## src/rtl/hazard_stall_unit_pkg.sv

```systemverilog
// Shared types and constants for the pipeline hazard/stall controller.
// Includes the FSM state encoding, stall lengths and the register-match helper.
package hazard_stall_unit_pkg;

    localparam int unsigned REG_ADDR_W  = 5;
    localparam int unsigned PERF_W      = 32;
    localparam int unsigned FLUSH_W     = 16;
    localparam int unsigned STALL_CNT_W = 2;

    typedef enum logic {
        S_RUN   = 1'b0,
        S_STALL = 1'b1
    } state_t;

    localparam logic [STALL_CNT_W-1:0] NO_STALL     = 2'd0;
    localparam logic [STALL_CNT_W-1:0] LU_STALL     = 2'd1;
    localparam logic [STALL_CNT_W-1:0] BR_LD_STALL  = 2'd2;
    localparam logic [STALL_CNT_W-1:0] BR_ALU_STALL = 2'd1;

    // $0 is hardwired zero, so it never creates a dependency.
    function automatic logic regMatch(
        input logic [REG_ADDR_W-1:0] dst,
        input logic [REG_ADDR_W-1:0] rs,
        input logic [REG_ADDR_W-1:0] rt,
        input logic                  usesRt
    );
        return (dst != '0) && ((dst == rs) || (usesRt && (dst == rt)));
    endfunction

endpackage

```

## src/rtl/hazard_stall_unit_if.sv

```systemverilog
// Control bundle between the pipeline datapath and the hazard/stall controller.
// master = datapath side (drives hazard info), slave = the controller.
interface hazard_stall_unit_if #(
    parameter int unsigned REG_ADDR_W = 5,
    parameter int unsigned PERF_W     = 32,
    parameter int unsigned FLUSH_W    = 16
);
    logic [REG_ADDR_W-1:0] if_id_Rs;
    logic [REG_ADDR_W-1:0] if_id_Rt;
    logic                  id_uses_rt;
    logic                  id_is_branch;
    logic                  id_is_jump;
    logic                  branch_taken;
    logic                  id_ex_MemRead;
    logic                  id_ex_RegWrite;
    logic [REG_ADDR_W-1:0] id_ex_DstReg;
    logic                  ex_mem_MemRead;
    logic [REG_ADDR_W-1:0] ex_mem_DstReg;
    logic                  ext_stall;

    logic                  PCWrite;
    logic                  if_id_Write;
    logic                  if_id_Flush;
    logic                  id_ex_Bubble;
    logic                  pipe_freeze;
    logic                  stall_active;
    logic [PERF_W-1:0]     stall_cycles;
    logic [FLUSH_W-1:0]    flush_count;

    modport master (
        output if_id_Rs, if_id_Rt, id_uses_rt, id_is_branch, id_is_jump, branch_taken,
               id_ex_MemRead, id_ex_RegWrite, id_ex_DstReg, ex_mem_MemRead, ex_mem_DstReg,
               ext_stall,
        input  PCWrite, if_id_Write, if_id_Flush, id_ex_Bubble, pipe_freeze, stall_active,
               stall_cycles, flush_count
    );

    modport slave (
        input  if_id_Rs, if_id_Rt, id_uses_rt, id_is_branch, id_is_jump, branch_taken,
               id_ex_MemRead, id_ex_RegWrite, id_ex_DstReg, ex_mem_MemRead, ex_mem_DstReg,
               ext_stall,
        output PCWrite, if_id_Write, if_id_Flush, id_ex_Bubble, pipe_freeze, stall_active,
               stall_cycles, flush_count
    );

endinterface

```

## src/rtl/hazard_stall_unit_detect.sv

```systemverilog
// Combinational hazard classifier: returns how many stall cycles the ID
// instruction needs given what sits in EX and MEM.
module hazard_stall_unit_detect
    import hazard_stall_unit_pkg::*;
(
    input  logic [REG_ADDR_W-1:0]  rs,
    input  logic [REG_ADDR_W-1:0]  rt,
    input  logic                   usesRt,
    input  logic                   isBranch,
    input  logic                   exMemRead,
    input  logic                   exRegWrite,
    input  logic [REG_ADDR_W-1:0]  exDst,
    input  logic                   memMemRead,
    input  logic [REG_ADDR_W-1:0]  memDst,
    output logic [STALL_CNT_W-1:0] stallNum
);

    logic exMatch;
    logic memMatch;

    assign exMatch  = regMatch(exDst, rs, rt, usesRt);
    assign memMatch = regMatch(memDst, rs, rt, usesRt);

    // Branch operands are compared in ID, so results must be ready one stage earlier than usual.
    always_comb begin
        stallNum = NO_STALL;
        if (isBranch && exMemRead && exMatch) begin
            stallNum = BR_LD_STALL;
        end else if (exMemRead && exMatch) begin
            stallNum = LU_STALL;
        end else if (isBranch && exRegWrite && exMatch) begin
            stallNum = BR_ALU_STALL;
        end else if (isBranch && memMemRead && memMatch) begin
            stallNum = LU_STALL;
        end
    end

endmodule

```

## src/rtl/hazard_stall_unit.sv

```systemverilog
// Backward-flowing pipeline control: stall sequencing, IF/ID flush, global
// freeze on external stall, and saturating stall/flush statistics.
module hazard_stall_unit
    import hazard_stall_unit_pkg::*;
#(
    parameter int unsigned PERF_W  = hazard_stall_unit_pkg::PERF_W,
    parameter int unsigned FLUSH_W = hazard_stall_unit_pkg::FLUSH_W
)(
    input  logic               Clk,
    input  logic               Rst,
    hazard_stall_unit_if.slave hif
);

    state_t                 state;
    state_t                 stateNext;
    logic [STALL_CNT_W-1:0] remain;
    logic [STALL_CNT_W-1:0] remainNext;
    logic [STALL_CNT_W-1:0] stallNum;
    logic [PERF_W-1:0]      stallCycles;
    logic [FLUSH_W-1:0]     flushCount;

    hazard_stall_unit_detect uDetect (
        .rs         (hif.if_id_Rs),
        .rt         (hif.if_id_Rt),
        .usesRt     (hif.id_uses_rt),
        .isBranch   (hif.id_is_branch),
        .exMemRead  (hif.id_ex_MemRead),
        .exRegWrite (hif.id_ex_RegWrite),
        .exDst      (hif.id_ex_DstReg),
        .memMemRead (hif.ex_mem_MemRead),
        .memDst     (hif.ex_mem_DstReg),
        .stallNum   (stallNum)
    );

    // State register
    always_ff @(posedge Clk or negedge Rst) begin
        if (!Rst) begin
            state  <= S_RUN;
            remain <= '0;
        end else begin
            state  <= stateNext;
            remain <= remainNext;
        end
    end

    // Next state: ext_stall holds everything; hazards are only sampled in RUN
    always_comb begin
        stateNext  = state;
        remainNext = remain;
        if (!hif.ext_stall) begin
            if (state == S_RUN) begin
                if (stallNum != NO_STALL) begin
                    remainNext = stallNum - STALL_CNT_W'(1);
                    stateNext  = (stallNum > STALL_CNT_W'(1)) ? S_STALL : S_RUN;
                end
            end else begin
                remainNext = remain - STALL_CNT_W'(1);
                if (remain == STALL_CNT_W'(1)) begin
                    stateNext = S_RUN;
                end
            end
        end
    end

    // Outputs are same-cycle so a detected hazard blocks the very next edge
    always_comb begin
        hif.PCWrite      = 1'b1;
        hif.if_id_Write  = 1'b1;
        hif.if_id_Flush  = 1'b0;
        hif.id_ex_Bubble = 1'b0;
        hif.pipe_freeze  = 1'b0;
        hif.stall_active = 1'b0;
        if (!Rst) begin
            hif.PCWrite      = 1'b0;
            hif.if_id_Write  = 1'b0;
            hif.id_ex_Bubble = 1'b1;
        end else if (hif.ext_stall) begin
            hif.pipe_freeze  = 1'b1;
            hif.PCWrite      = 1'b0;
            hif.if_id_Write  = 1'b0;
        end else if ((state == S_STALL) || (stallNum != NO_STALL)) begin
            hif.PCWrite      = 1'b0;
            hif.if_id_Write  = 1'b0;
            hif.id_ex_Bubble = 1'b1;
            hif.stall_active = 1'b1;
        end else begin
            hif.if_id_Flush  = hif.id_is_jump | (hif.id_is_branch & hif.branch_taken);
        end
    end

    // Saturating statistics
    always_ff @(posedge Clk or negedge Rst) begin
        if (!Rst) begin
            stallCycles <= '0;
            flushCount  <= '0;
        end else begin
            if (hif.stall_active && (stallCycles != {PERF_W{1'b1}})) begin
                stallCycles <= stallCycles + PERF_W'(1);
            end
            if (hif.if_id_Flush && (flushCount != {FLUSH_W{1'b1}})) begin
                flushCount <= flushCount + FLUSH_W'(1);
            end
        end
    end

    assign hif.stall_cycles = stallCycles;
    assign hif.flush_count  = flushCount;

endmodule

```

## src/flat_wrapper.sv

```systemverilog
// flat-port wrapper written by rule: the top's interface ports become plain ports
module hazard_stall_unit_flat import hazard_stall_unit_pkg::*;
#(
    parameter int unsigned PERF_W  = hazard_stall_unit_pkg::PERF_W,
    parameter int unsigned FLUSH_W = hazard_stall_unit_pkg::FLUSH_W
)
  (Clk, Rst, hif_if_id_Rs, hif_if_id_Rt, hif_id_uses_rt, hif_id_is_branch, hif_id_is_jump, hif_branch_taken, hif_id_ex_MemRead, hif_id_ex_RegWrite, hif_id_ex_DstReg, hif_ex_mem_MemRead, hif_ex_mem_DstReg, hif_ext_stall, hif_PCWrite, hif_if_id_Write, hif_if_id_Flush, hif_id_ex_Bubble, hif_pipe_freeze, hif_stall_active, hif_stall_cycles, hif_flush_count);
  hazard_stall_unit_if #(.REG_ADDR_W(5), .PERF_W(PERF_W), .FLUSH_W(FLUSH_W)) hif_i ();
  input  logic Clk;
  input  logic Rst;
  input wire logic [$bits(hif_i.if_id_Rs)-1:0] hif_if_id_Rs;
  input wire logic [$bits(hif_i.if_id_Rt)-1:0] hif_if_id_Rt;
  input wire logic [$bits(hif_i.id_uses_rt)-1:0] hif_id_uses_rt;
  input wire logic [$bits(hif_i.id_is_branch)-1:0] hif_id_is_branch;
  input wire logic [$bits(hif_i.id_is_jump)-1:0] hif_id_is_jump;
  input wire logic [$bits(hif_i.branch_taken)-1:0] hif_branch_taken;
  input wire logic [$bits(hif_i.id_ex_MemRead)-1:0] hif_id_ex_MemRead;
  input wire logic [$bits(hif_i.id_ex_RegWrite)-1:0] hif_id_ex_RegWrite;
  input wire logic [$bits(hif_i.id_ex_DstReg)-1:0] hif_id_ex_DstReg;
  input wire logic [$bits(hif_i.ex_mem_MemRead)-1:0] hif_ex_mem_MemRead;
  input wire logic [$bits(hif_i.ex_mem_DstReg)-1:0] hif_ex_mem_DstReg;
  input wire logic [$bits(hif_i.ext_stall)-1:0] hif_ext_stall;
  output wire logic [$bits(hif_i.PCWrite)-1:0] hif_PCWrite;
  output wire logic [$bits(hif_i.if_id_Write)-1:0] hif_if_id_Write;
  output wire logic [$bits(hif_i.if_id_Flush)-1:0] hif_if_id_Flush;
  output wire logic [$bits(hif_i.id_ex_Bubble)-1:0] hif_id_ex_Bubble;
  output wire logic [$bits(hif_i.pipe_freeze)-1:0] hif_pipe_freeze;
  output wire logic [$bits(hif_i.stall_active)-1:0] hif_stall_active;
  output wire logic [$bits(hif_i.stall_cycles)-1:0] hif_stall_cycles;
  output wire logic [$bits(hif_i.flush_count)-1:0] hif_flush_count;
  assign hif_i.if_id_Rs = hif_if_id_Rs;
  assign hif_i.if_id_Rt = hif_if_id_Rt;
  assign hif_i.id_uses_rt = hif_id_uses_rt;
  assign hif_i.id_is_branch = hif_id_is_branch;
  assign hif_i.id_is_jump = hif_id_is_jump;
  assign hif_i.branch_taken = hif_branch_taken;
  assign hif_i.id_ex_MemRead = hif_id_ex_MemRead;
  assign hif_i.id_ex_RegWrite = hif_id_ex_RegWrite;
  assign hif_i.id_ex_DstReg = hif_id_ex_DstReg;
  assign hif_i.ex_mem_MemRead = hif_ex_mem_MemRead;
  assign hif_i.ex_mem_DstReg = hif_ex_mem_DstReg;
  assign hif_i.ext_stall = hif_ext_stall;
  assign hif_PCWrite = hif_i.PCWrite;
  assign hif_if_id_Write = hif_i.if_id_Write;
  assign hif_if_id_Flush = hif_i.if_id_Flush;
  assign hif_id_ex_Bubble = hif_i.id_ex_Bubble;
  assign hif_pipe_freeze = hif_i.pipe_freeze;
  assign hif_stall_active = hif_i.stall_active;
  assign hif_stall_cycles = hif_i.stall_cycles;
  assign hif_flush_count = hif_i.flush_count;
  hazard_stall_unit #(.PERF_W(PERF_W), .FLUSH_W(FLUSH_W)) u_core (.Clk(Clk), .Rst(Rst), .hif(hif_i));
endmodule
```

## config.mk

```make
export PLATFORM = sky130hd
export DESIGN_NAME = hazard_stall_unit_flat
export DESIGN_NICKNAME = d
export VERILOG_FILES = /design/src/rtl/hazard_stall_unit_pkg.sv /design/src/rtl/hazard_stall_unit_if.sv /design/src/rtl/hazard_stall_unit_detect.sv /design/src/rtl/hazard_stall_unit.sv /design/src/flat_wrapper.sv
export SDC_FILE = /design/constraint.sdc
export NUM_CORES = 1
export LEC_CHECK = 0
export CELL_PAD_IN_SITES_DETAIL_PLACEMENT = 1
export CELL_PAD_IN_SITES_GLOBAL_PLACEMENT = 2
export CORE_AREA = 2 2 100 102
export DETAILED_ROUTE_END_ITERATION = 12
export DIE_AREA = 0 0 102 104
export PLACE_DENSITY_LB_ADDON = 0.1
export SETUP_SLACK_MARGIN = 0.5
export SLEW_MARGIN = 20
export SYNTH_ARGS = -nofsm -noshare
export SYNTH_HDL_FRONTEND = slang
export SYNTH_SLANG_ARGS = --single-unit
```

## constraint.sdc

```tcl
create_clock -name Clk -period 6.3 [get_ports Clk]
set_input_delay 0.945 -clock Clk [delete_from_list [all_inputs] [get_ports Clk]]
set_output_delay 0.945 -clock Clk [all_outputs]
set_load 0.005 [all_outputs]
```

* Yosys cells after proc, flatten, opt, wreduce, memory -nomap -nowiden
Cells that the tools add are included.
Operators by class: $add $sub $neg 4, magnitude comparators 1, eq/ne operators 7, muxes and demuxes 22, bitwise gates (word level) 3, reduce and logical (&&, ||, !) cells 21
Operator list (number):
- adder 32 x 1 -> 32 bit, second input constant | 1
- != test 32 bit, second input constant | 1
- equality test 5 bit | 4
- 2-to-1 mux 1 bit | 19
- adder 16 x 1 -> 16 bit, second input constant | 1
- != test 16 bit, second input constant | 1
- logical AND 1 bit | 13
- nonzero test 5 bit | 2
- 2-to-1 mux 2 bit | 3
- nonzero test 2 bit | 2
- subtractor 2 x 1 -> 2 bit, second input constant | 2
- logical OR 1 bit | 3
- equality test 2 x 1 -> 1 bit, second input constant | 1
- > comparator 2 x 1 -> 1 bit, second input constant | 1
- AND reduction 2 bit | 1
- AND 1 bit | 1
- NOT 1 bit | 1
- bitwise OR 1 bit | 1
Storage, ports and cells: flip-flop bits (word level) 51, input port bits 30, output and inout bits 54, word-level logic and storage cells 62

* Depth between registers and ports, before layout
Gate-level depths: netlist of the first run.
word-level depth 15, mapped depth 8, gate-level depth less buffers 6

* Cells and area by module
From an unflattened synthesis of the first run, not the netlist that was laid out.
Unflattened totals: cells, all modules 285, area, all modules 2854.0 sq um
Modules (own cells, without submodules):
- hazard_stall_unit | times used 1, cells an instance 246, area each 2573.7 sq um, seq. area each 1276.2 sq um
- hazard_stall_unit_detect | times used 1, cells an instance 39, area each 280.3 sq um, seq. area each 0.0 sq um

* Worst setup path before layout of the first run
No wires, ideal clock.
path kind input to output, from input port hif_ex_mem_DstReg[0], to output port hif_if_id_Write, arrival time 2.577 ns, required time 5.355 ns, slack 2.778 ns, cell stages on the path 7, buffers on the path 3, cells stage by stage or3_1 -> o311a_1 -> a221oi_2 -> buf_4 -> buf_4 -> and2_1 -> buf_4
Between the ends: longest elaborated chain between the ends 14, elaborated cells between the ends (all ways) 16, classes of those cells eq/ne (2); mux (7); reduce/logical (7)
Ends and longest elaborated chain:
- start, declared | RTL line flat_wrapper.sv:21 | input wire logic [$bits(hif_i.ex_mem_DstReg)-1:0] hif_ex_mem_DstReg;
- equality test 5 bit | RTL line hazard_stall_unit_pkg.sv:27 | return (dst != '0) && ((dst == rs) || (usesRt && (dst == rt)));
- logical AND 1 bit | RTL line hazard_stall_unit_pkg.sv:27
- logical OR 1 bit | RTL line hazard_stall_unit_pkg.sv:27
- logical AND 1 bit (*) | RTL line hazard_stall_unit_pkg.sv:27
- logical AND 1 bit (*) | RTL line hazard_stall_unit_detect.sv:33 | end else if (isBranch && memMemRead && memMatch) begin
- 2-to-1 mux 1 bit (*) | RTL line hazard_stall_unit_detect.sv:33
- 2-to-1 mux 1 bit (*) | RTL line hazard_stall_unit_detect.sv:31 | end else if (isBranch && exRegWrite && exMatch) begin
- 2-to-1 mux 1 bit (*) | RTL line hazard_stall_unit_detect.sv:29 | end else if (exMemRead && exMatch) begin
- 2-to-1 mux 2 bit (*) | RTL line hazard_stall_unit_detect.sv:27 | if (isBranch && exMemRead && exMatch) begin
- nonzero test 2 bit (*) | RTL line hazard_stall_unit.sv:81 | end else if ((state == S_STALL) || (stallNum != NO_STALL)) begin
- logical OR 1 bit (*) | RTL line hazard_stall_unit.sv:81
- 2-to-1 mux 1 bit (*) (3 in a row)
- end, declared | RTL line flat_wrapper.sv:24 | output wire logic [$bits(hif_i.if_id_Write)-1:0] hif_if_id_Write;
Mark *: on every way between the ends. The rest lies on a longest branch, timed or not.

* Worst setup path after layout of the first run
from input port hif_id_ex_DstReg[0], to output port hif_if_id_Flush
Between the ends: longest elaborated chain between the ends 13, elaborated cells between the ends (all ways) 17, classes of those cells eq/ne (2); mux (6); reduce/logical (9)
Ends and longest elaborated chain:
- start, declared | RTL line flat_wrapper.sv:19 | input wire logic [$bits(hif_i.id_ex_DstReg)-1:0] hif_id_ex_DstReg;
- equality test 5 bit | RTL line hazard_stall_unit_pkg.sv:27
- logical AND 1 bit | RTL line hazard_stall_unit_pkg.sv:27
- logical OR 1 bit | RTL line hazard_stall_unit_pkg.sv:27
- logical AND 1 bit (*) | RTL line hazard_stall_unit_pkg.sv:27
- logical AND 1 bit | RTL line hazard_stall_unit_detect.sv:31
- 2-to-1 mux 1 bit | RTL line hazard_stall_unit_detect.sv:31
- 2-to-1 mux 1 bit | RTL line hazard_stall_unit_detect.sv:29
- 2-to-1 mux 2 bit (*) | RTL line hazard_stall_unit_detect.sv:27
- nonzero test 2 bit (*) | RTL line hazard_stall_unit.sv:81
- logical OR 1 bit (*) | RTL line hazard_stall_unit.sv:81
- 2-to-1 mux 1 bit (*) | RTL line hazard_stall_unit.sv:81
- 2-to-1 mux 1 bit (*) | RTL line hazard_stall_unit.sv:77 | end else if (hif.ext_stall) begin
- 2-to-1 mux 1 bit (*) | RTL line hazard_stall_unit.sv:73 | if (!Rst) begin
- end, declared | RTL line flat_wrapper.sv:25 | output wire logic [$bits(hif_i.if_id_Flush)-1:0] hif_if_id_Flush;
Marked as above.

==> reports/metrics.yaml, run 1 <==
critPathLaunch: "hif_id_ex_DstReg[0]"
synth.cell_area_sq_mm: 0.00288
syn-instance-count: 287
cp.arrival_ns: 3.60
dp_hpwl_mm: 5.85
timing.rr.end: "u_core.hif.stall_cycles[8]$_DFFE_PN0P_"
power_frac_seq_pct: 47.9
path_clk_slew_ns: 0.09
cp_slowest_cell: "or4_1"
power_frac_clock_pct: 21.5
die_x_microns: 102
cts_buffers: 5
cts.path.max_buffers: 2
synth_area_leader_cell: "dfrtp_1"
port_buffers: 83
syn-num-nets: 320
cp-end-kind: "output port"
fin_crit_sh_pct: 72.1
skew_ns: 0.0149
coreArea_sq_mm: 0.00955
yosys-top-cells-area: "dfrtp_1 44%, xnor2_1 10%, xor2_1 9.4%"
run_status: "finished, final reports clean"
yosysTopAreaCellShare_pct: 44.3
synth.distinct_cells: 43
final_antenna_net_count: 0
antenna_found_initial: 0
swShare_pct: 32.0
crit_end: "hif_if_id_Flush"
rsz0062_at_grt: "no"
io_pins: 84
clk_latency_ns: 0.30
criticalPathCategory: "in2out"
viasPerCell: 4.82
wire_per_inst_microns: 15.8
yosys_warnings: 0
relSlewSlack_pct: 56.5
comb_power_share_pct: 30.5
critical_path_buf_inv_count: 3
wl_mm: 7.94
max_stage_delay_ns: 0.56
ys_seq_elements: 51
die-area_sq_mm: 0.0106
drv_cap: 0
setup_viol: 0
clock_sinks: 51
cts_max_level: 2
start_util_pct: 30.2
grt_usage_pct: 16.1
rr_worst_depth: 6
crit_fanout: 29
first_global_vias: 2594
ctsResizeCount: 0
fin_crit_ns: 4.54
rows: 36
grt_overflow: 0
cts_setup_buffers: 0
area_delta_synth_final_pct: 36.7
cts_tree: "done"
n_antenna_cell: 0
p_leak_nw: 1.67
reg2reg_from: "u_core.hif.stall_cycles[11]$_DFFE_PN0P_"
worst_slew_pin_slew_ns: 0.652
worstPathRequired_ns: 5.35
finalSetupTns_ns: 0
root_buffer: "clkbuf_8"
max_freq_mhz: 220
grt_pass1_wl_mm: 13.7
hold_viol: 0
synth_edf_count: 0
seq_area_frac_synth_pct: 44.3
drt_iter0_drc: 44
nFillCells: 1079
grt_start_max_net_pins: 31
setup.worst_path.start_class: "input pin"
avgSynthCellArea_sq_um: 10.0
worst-path-stages: 8
cp_cell_sequence: "clkdlybuf4s50_1, or4_1, nor2_1, nor2_1, a221oi_4, buf_4, nor3b_1, clkdlybuf4s50_1"
hold_buffers: 0
num_vias: 2428
dp_slack_ns: 1.77
finalWorstSetupSlack_ns: 1.76
regToRegSetupSlack_ns: 3.71
min_path_type: "reg2reg"
place_congestion: 0.742
fin_nets: 405
crit_family: "buffers and inverters"
firstDrtPassIters: 4
power.internal_mw: 0.567
multi_input_area_sq_mm: 0.00154
die_y_microns: 104
peakVddDrop_uv: 127
slew_violations: 0
synthArstFlopShare_pct: 100
ff_latch_area_sq_mm: 0.00128
power_density_mw_per_mm2: 211
p_switching_mw: 0.267
synthFlopType: "dfrtp_1"
whs_ns: 0.495
drive_gt1_share_pct: 6.74
drc: 0
## flip-flops by register name, indices dropped and copies added (netlist names)
| register | count |
|---|---|
| u_core.hif.stall_cycles | 32 |
| u_core.hif.flush_count | 16 |
| u_core.remain | 2 |
| u_core.state | 1 |
## power groups by stage
stage	Sequential [mW]	Clock [mW]	Combinational (mW)
finish	0.400	0.180	0.254
global route	0.408	0.203	0.283
detailed placement	0.406	0	0.260
floorplan	0.399	0	0.137
global placement	0.406	0	0.256
CTS	0.401	0.191	0.261
## logic make-up after synthesis
group	count (synthesis)	synth area share, %
flip-flops	51	44.3
multiplexers	4	1.65
adder cells (fa/ha/maj)	3	1.30
buffers and inverters	16	2.86
XOR/XNOR	64	19.4
AO/OA/AOI/OAI	14	4.51
AND/OR/NAND/NOR	135	26.0
## cells in the final DEF (no fill, tap or decap), drive strengths merged, types with 10 or more instances in the layout
cell,synthesis,final
and3,12,12
clkdlybuf4s50,0,82
dfrtp,51,51
nand2,20,20
nand3,21,21
nand4,16,16
nor2,15,15
nor3,15,15
nor4,10,10
xnor2,33,33
xor2,31,31
## worst min path at each step
stage                                       startpoint                                      end  depth (start not counted)
6_report        u_core.hif.flush_count[10]$_DFFE_PN0P_   u_core.hif.flush_count[10]$_DFFE_PN0P_                          1
3_5_place_dp   u_core.hif.stall_cycles[16]$_DFFE_PN0P_  u_core.hif.stall_cycles[16]$_DFFE_PN0P_                          1
4_1_cts        u_core.hif.stall_cycles[16]$_DFFE_PN0P_  u_core.hif.stall_cycles[16]$_DFFE_PN0P_                          1
5_1_grt         u_core.hif.flush_count[10]$_DFFE_PN0P_   u_core.hif.flush_count[10]$_DFFE_PN0P_                          1
2_1_floorplan             u_core.remain[1]$_DFFE_PN0P_             u_core.remain[1]$_DFFE_PN0P_                          1
3_3_place_gp   u_core.hif.stall_cycles[16]$_DFFE_PN0P_  u_core.hif.stall_cycles[16]$_DFFE_PN0P_                          1
## worst reg2reg max path, stage by stage, from the launching register on
cell     delay [ns]
dfrtp_1        0.44
and3_1         0.31
nand4_2        0.20
or4_4          0.62
nor2_2         0.55
nor3_1         0.16
xor2_1         0.18
## synthesized netlist by cell type (2+ instances only)
cell / number
a21oi_1: 3
and2_1: 4
and3_1: 12
and4_1: 3
buf_2: 3
buf_4: 5
clkbuf_1: 2
dfrtp_1: 51
ha_1: 3
inv_1: 6
mux2_2: 2
nand2_1: 20
nand3_1: 21
nand4_1: 15
nor2_1: 14
nor2b_1: 2
nor3_1: 15
nor3b_1: 3
nor4_1: 10
nor4b_1: 3
or2_2: 3
or3_1: 3
or4_1: 2
xnor2_1: 33
xor2_1: 31
## final cells by class
| class | count | area share, % |
|---|---|---|
| multi-input cells | 220 | 39.0 |
| flip-flops and latches | 51 | 32.4 |
| repair buffers | 88 | 21.9 |
| well taps | 133 | 4.22 |
| clock buffers | 5 | 1.75 |
| inverters | 6 | 0.571 |
| clock inverters | 1 | 0.190 |
## per-stage QoR
| step | cells | utilization (%) | power [mW] | instance area [sq um] |
|---|---|---|---|---|
| final | 504 | 41.3 | 0.834 | 3940 |
| after global routing | 504 | 41.3 | 0.894 | 3940 |
| after CTS | 504 | 41.3 | 0.852 | 3940 |
| after detailed placement | 498 | 40.5 | 0.666 | 3860 |
| after global placement | 498 | 40.5 | 0.662 | 3860 |
| after floorplan | 287 | - | 0.536 | 2880 |
## layer usage
layer  vias up  part of all wire (%)  track usage [%]
li1       1183                     -                -
met1      1186                    49             23.6
met2        55                    46             24.3
met3         4                   3.8             2.96
met4         0                  0.78             3.81
met5         -                     0                0
No activity file was read; power rests on OpenSTA's default activity.
==> run 2, diff against run 1 <==
--- a/config.mk
+++ b/config.mk
@@ -7,9 +7,9 @@
 export LEC_CHECK = 0
 export CELL_PAD_IN_SITES_DETAIL_PLACEMENT = 1
 export CELL_PAD_IN_SITES_GLOBAL_PLACEMENT = 2
-export CORE_AREA = 2 2 100 102
+export CORE_AREA = 2 2 103 105
 export DETAILED_ROUTE_END_ITERATION = 12
-export DIE_AREA = 0 0 102 104
+export DIE_AREA = 0 0 105 107
 export PLACE_DENSITY_LB_ADDON = 0.1
 export SETUP_SLACK_MARGIN = 0.5
 export SLEW_MARGIN = 20
==> constraint.sdc (replaced) <==
create_clock -name Clk -period 4.6 [get_ports Clk]
set_input_delay 0.69 -clock Clk [delete_from_list [all_inputs] [get_ports Clk]]
set_output_delay 0.69 -clock Clk [all_outputs]
set_load 0.005 [all_outputs]
==> run 2 against run 1 <==
Hold slack worse by 0.20 ns. First-iteration DRC count up 48%. Clock-buffer cell count up 2. Die area up 5.9%.
==> reports/metrics.yaml, run 2 (same netlist as run 1, synthesis figures left out) <==
criticalPathCategory: "in2out"  # unchanged
worstPathRequired_ns: 3.91  # was 5.35 ns
globalRouteMet1Util_pct: 20.0  # was 23.6%
cpMostUsedCell: "clkdlybuf4s50_1"
rows: 37  # was 36
dp_hpwl_mm: 5.92  # was 5.85 mm
cts.path.max_buffers: 2  # unchanged
setup_viol: 0  # unchanged
met2_usage_pct: 24.2  # was 24.3%
clock_sinks: 51  # unchanged
min_path_type: "in2async"  # was reg2reg
drive_gt1_share_pct: 6.97  # was 6.74%
start_util_pct: 28.6  # was 30.2%
peakVddDrop_uv: 225  # was 127 uV
cp_slowest_cell: "clkdlybuf4s50_1"  # was or4_1
busiest_layer: "met2"  # unchanged
num_vias: 2434  # was 2428
path_clk_slew_ns: 0.11  # was 0.09 ns
fin_crit_ns: 3.83
grt_pass1_wl_mm: 13.2  # was 13.7 mm
wl_mm: 7.94  # about the same
relSlewSlack_pct: 59.9  # was 56.5%
finalSetupTns_ns: 0  # unchanged
cts_tree: "done"  # unchanged
max_freq_mhz: 261
die-area_sq_mm: 0.0112  # was 0.0106 sq mm
crit_end: "hif_stall_active"  # was hif_if_id_Flush
cp-end-kind: "output port"  # unchanged
largest_reg_flops: 32  # unchanged
hold_buffers: 0  # unchanged
regToRegSetupSlack_ns: 2.05  # was 3.71 ns
wire_per_inst_microns: 15.6  # was 15.8 microns
worst_slew_pin_slew_ns: 0.601  # was 0.652 ns
area_delta_synth_final_pct: 37.6  # was 36.7%
clk_latency_ns: 0.31  # was 0.30 ns
layout_common_cells: "82 x clkdlybuf4s50_1, 51 x dfrtp_1, 33 x xnor2_1"  # unchanged
drv_cap: 0  # unchanged
place_congestion: 0.733  # was 0.742
rsz0062_at_grt: "no"  # unchanged
coreArea_sq_mm: 0.0101  # was 0.00955 sq mm
crit_fanout: 31  # was 29
fin_total_pwr_mw: 1.18  # was 0.834 mW
grt_start_max_net_pins: 40  # was 31
ctsResizeCount: 0  # unchanged
run_status: "finished, final reports clean"  # unchanged
drc: 0  # unchanged
cts_max_level: 2  # unchanged
root_buffer: "clkbuf_8"  # unchanged
skew_ns: 0.0167  # was 0.0149 ns
grt_overflow: 0  # unchanged
io_pins: 84  # unchanged
viasPerCell: 4.78  # was 4.82
layout_commonest_cell: "clkdlybuf4s50_1"  # unchanged
grt_usage_pct: 14.7  # was 16.1%
first_global_vias: 2511  # was 2594
port_buffers: 83  # unchanged
rr_worst_depth: 6  # unchanged
timing.rr.end: "u_core.hif.stall_cycles[28]$_DFFE_PN0P_"  # was u_core.hif.stall_cycles[8]$_DFFE_PN0P_
grtUsageMet3_pct: 2.92  # was 2.96%
drt_iter0_drc: 65  # was 44
hold_viol: 0  # unchanged
antenna_found_initial: 0  # unchanged
cts_setup_buffers: 0  # unchanged
power_density_mw_per_mm2: 298  # was 211 mW/mm^2
final_antenna_net_count: 0  # unchanged
slew_violations: 0  # unchanged
p_leak_nw: 1.69  # was 1.67 nW
fin_nets: 405  # unchanged
n_antenna_cell: 0  # unchanged
firstDrtPassIters: 4  # unchanged
setup.worst_path.start_class: "input pin"  # unchanged
cts_buffers: 5  # unchanged
critPathLaunch: "hif_ex_mem_DstReg[0]"  # was hif_id_ex_DstReg[0]
die_y_microns: 107  # was 104 microns
max_stage_delay_ns: 0.47  # was 0.56 ns
reg2reg_from: "u_core.hif.stall_cycles[11]$_DFFE_PN0P_"  # unchanged
cp_cell_sequence: "clkdlybuf4s50_1, or3_1, o311a_1, a221oi_4, buf_6, nor2_1, clkdlybuf4s50_1"  # was clkdlybuf4s50_1, or4_1, nor2_1, nor2_1, a221oi_4, buf_4, nor3b_1, clkdlybuf4s50_1
fin_crit_sh_pct: 83.2
die_x_microns: 105  # was 102 microns
cp.arrival_ns: 3.14  # was 3.60 ns
[run 2: cell types whose count changed in the layout (fill, tap and decap cells not counted)]
cell        previous run  this run
buf_4                  5         4
buf_6                  0         1
clkbuf_1               0         1
clkbuf_8               5         6
clkinv_4               0         1
clkinvlp_4             1         0
[run 2: power breakdown]
group          internal [mW]  total (mW)  switching [mW]
registers              0.492       0.548          0.0557
logic                  0.184       0.351           0.167
clock network          0.124       0.283           0.159
[run 2: final cells by class]
| type | instances | area [sq um] |
|---|---|---|
| clock buffers | 7 | 86.3 |
| repair buffers | 88 | 867 |
| inverters | 6 | 22.5 |
| clock inverters | 1 | 8.76 |
| well taps | 136 | 170 |
| flip-flops and latches | 51 | 1280 |
| multi-input cells | 220 | 1540 |
| fillers | 1182 | 6120 |
[run 2: metrics by stage]
| step | std cells | hold WS, ns | setup WS (ns) | instance area (sq um) | util [%] |
|---|---|---|---|---|---|
| after floorplan | 287 | 0.394 | 1.59 | 2880 | - |
| after global placement | 501 | 0.473 | 0.671 | 3870 | 38.3 |
| after detailed placement | 501 | 0.478 | 0.648 | 3870 | 38.3 |
| after CTS | 509 | 0.309 | 0.638 | 3960 | 39.3 |
| after global routing | 509 | 0.310 | 0.576 | 3970 | 39.3 |
| final | 509 | 0.297 | 0.774 | 3970 | 39.3 |
[run 2: layer usage]
| layer | wire [microns] | part of all wire, % |
|---|---|---|
| met1 | 3860 | 49 |
| met2 | 3730 | 47 |
| met3 | 284 | 3.6 |
| met4 | 67 | 0.84 |
| met5 | 0 | 0 |
[run 2: how the worst min path moves through the flow]
stage / end / depth (start not counted) / slack [ns] / startpoint
after floorplan: u_core.hif.flush_count[0]$_DFFE_PN0P_ / 0 / 0.39 / Rst
after global placement: u_core.hif.stall_cycles[5]$_DFFE_PN0P_ / 1 / 0.47 / u_core.hif.stall_cycles[5]$_DFFE_PN0P_
after detailed placement: u_core.hif.stall_cycles[13]$_DFFE_PN0P_ / 1 / 0.48 / u_core.hif.stall_cycles[13]$_DFFE_PN0P_
after CTS: u_core.hif.stall_cycles[24]$_DFFE_PN0P_ / 1 / 0.31 / Rst
after global routing: u_core.hif.stall_cycles[24]$_DFFE_PN0P_ / 1 / 0.31 / Rst
final: u_core.hif.stall_cycles[26]$_DFFE_PN0P_ / 1 / 0.30 / Rst
[run 2: critical path, delay by kind of cell]
| family | cells | cell delay, ns |
|---|---|---|
| and+or+nand+nor | 2 | 0.49 |
| AOI/OAI and AO/OA | 2 | 0.73 |
| buffers and inverters | 3 | 1.22 |
==> run 3, diff against run 2 <==
==> constraint.sdc (replaced) <==
create_clock -name Clk -period 3.9 [get_ports Clk]
set_input_delay 0.585 -clock Clk [delete_from_list [all_inputs] [get_ports Clk]]
set_output_delay 0.585 -clock Clk [all_outputs]
set_load 0.005 [all_outputs]
==> run 3 against run 2 <==
Critical path depth grew 1. Flip-flop and latch count is the same. Combinational power grew 27%. Via count shrank 0.33%. Largest power group unchanged.
==> reports/metrics.yaml, run 3 (same netlist as run 1, synthesis figures left out) <==
run_status: "finished, final reports clean"  # unchanged
firstDrtPassIters: 4  # unchanged
crit_fanout: 4  # was 31
grt_usage_pct: 15.0  # was 14.7%
clock_sinks: 51  # unchanged
cp-end-kind: "output port"  # unchanged
place_congestion: 0.708  # was 0.733
power_density_mw_per_mm2: 348  # was 298 mW/mm^2
viasPerCell: 4.74  # was 4.78
clk_latency_ns: 0.30  # was 0.31 ns
die_y_microns: 107  # unchanged
cts_max_level: 2  # unchanged
path_clk_slew_ns: 0.10  # was 0.11 ns
grt_pass1_wl_mm: 13.6  # was 13.2 mm
die-area_sq_mm: 0.0112  # unchanged
worst_slew_pin_slew_ns: 0.616  # was 0.601 ns
n_antenna_cell: 0  # unchanged
fin_crit_sh_pct: 84.7
dp_slack_ns: 0.256  # was 0.648 ns
drc: 0  # unchanged
hold_viol: 0  # unchanged
wl_mm: 8.19  # was 7.94 mm
setup.worst_path.start_class: "input pin"  # unchanged
fin_crit_ns: 3.30
port_buffers: 83  # unchanged
grt_overflow: 0  # unchanged
peakVddDrop_uv: 220  # was 225 uV
final_antenna_net_count: 0  # unchanged
critPathLaunch: "hif_id_ex_DstReg[1]"  # was hif_ex_mem_DstReg[0]
io_pins: 84  # unchanged
cts_tree: "done"  # unchanged
rsz0062_at_grt: "no"  # unchanged
die_x_microns: 105  # unchanged
largest_reg_flops: 32  # unchanged
grt_start_max_net_pins: 39  # was 40
critical_path_buf_inv_count: 2  # was 3
root_buffer: "clkbuf_8"  # unchanged
skew_ns: 0.00939  # was 0.0167 ns
first_global_vias: 2584  # was 2511
drive_gt1_share_pct: 8.78  # was 6.97%
dp_hpwl_mm: 5.91  # was 5.92 mm
fin_nets: 408  # was 405
drt_iter0_drc: 48  # was 65
criticalPathCategory: "in2out"  # unchanged
cts_buffers: 5  # unchanged
crit_family: "buffers and inverters"  # unchanged
cp_slowest_cell: "clkdlybuf4s50_1"  # unchanged
relSlewSlack_pct: 58.9  # was 59.9%
layout_commonest_cell: "clkdlybuf4s50_1"  # unchanged
area_delta_synth_final_pct: 39.0  # was 37.6%
start_util_pct: 28.6  # unchanged
slew_violations: 0  # unchanged
coreArea_sq_mm: 0.0101  # unchanged
finalSetupTns_ns: 0  # unchanged
cp.arrival_ns: 2.72  # was 3.14 ns
p_leak_nw: 1.73  # was 1.69 nW
reg2reg_from: "u_core.hif.stall_cycles[11]$_DFFE_PN0P_"  # unchanged
cts.path.max_buffers: 2  # unchanged
finalWorstSetupSlack_ns: 0.596  # was 0.774 ns
wire_per_inst_microns: 16.0  # was 15.6 microns
cp_cell_sequence: "clkdlybuf4s50_1, xnor2_1, nand4_1, o32ai_4, a221oi_4, or2_2, nand2_1, clkdlybuf4s50_1"  # was clkdlybuf4s50_1, or3_1, o311a_1, a221oi_4, buf_6, nor2_1, clkdlybuf4s50_1
min_path_type: "in2async"  # unchanged
drv_cap: 0  # unchanged
setup_viol: 0  # unchanged
cpMostUsedCell: "clkdlybuf4s50_1"  # unchanged
rows: 37  # unchanged
worstPathRequired_ns: 3.31  # was 3.91 ns
max_stage_delay_ns: 0.55  # was 0.47 ns
num_vias: 2426  # was 2434
layout_common_cells: "75 x clkdlybuf4s50_1, 51 x dfrtp_1, 33 x xnor2_1"  # was 82 x clkdlybuf4s50_1, 51 x dfrtp_1, 33 x xnor2_1
max_freq_mhz: 303
antenna_found_initial: 0  # unchanged
## run 3: changes by cell type in the layout (fill, tap and decap cells not counted), sizes merged
cell	previous run	this run
clkdlybuf4s50	82	75
dlygate4sd2	0	5
buf	6	9
dlymetal6s2s	0	2
## run 3: cell type report
class	count	area (sq um)
clock buffer	7	76.3
clock inverter	1	5.00
multi-input combinational	220	1570
fill	1197	6080
sequential	51	1280
timing repair buffer	91	888
tap	136	170
inverter	6	22.5
## run 3: routing by layer
layer  GRT usage, %  part of all wire [%]  vias to the layer above
li1               -                     -                     1189
met1           20.9                    48                     1189
met2           24.4                    48                       43
met3           2.61                   2.9                        5
met4           3.43                  0.70                        0
met5              0                     0                        -
## run 3: worst register-to-register path: cells and delay by family, from the launching register on
family / cells / cell delay [ns]
xor gates and xnor gates: 1 / 0.17
DFF: 1 / 0.44
and+or+nand+nor: 5 / 1.87
## run 3: final timing paths
path	depth (start not counted)	slack [ns]	endpoint
setup / recovery	8	0.60	hif_id_ex_Bubble
hold / removal	1	0.22	u_core.hif.stall_cycles[29]$_DFFE_PN0P_
setup reg to reg	6	1.31	u_core.hif.stall_cycles[6]$_DFFE_PN0P_
hold reg to reg	1	0.49	u_core.hif.stall_cycles[5]$_DFFE_PN0P_
max in group asynchronous	2	2.81	u_core.state$_DFFE_PN0N_
min in group Clk	1	0.49	u_core.hif.stall_cycles[5]$_DFFE_PN0P_
## run 3: metrics by stage
step | total power, mW | util [%] | cells | hold WS [ns] | cell area, sq um
after global placement | 1.08 | 38.3 | 501 | 0.474 | 3870
after global routing | 1.49 | 39.7 | 512 | 0.224 | 4010
after detailed placement | 1.08 | 38.3 | 501 | 0.479 | 3870
after floorplan | 0.866 | - | 287 | 0.289 | 2880
after CTS | 1.41 | 39.4 | 511 | 0.223 | 3970
final | 1.40 | 39.7 | 512 | 0.215 | 4010
## run 3: power breakdown
group,switching (mW),internal [mW]
logic,0.209,0.237
clock network,0.178,0.127
registers,0.0657,0.581
total,0.453,0.944
## run 3: timing repair
action | in CTS | in global routing
pin swaps | 1 | 3
endpoints found under the setup margin | 4 | 4
resized for setup | 8 | 6
buffers inserted | 2 | 1
hold buffers | 0 | 0
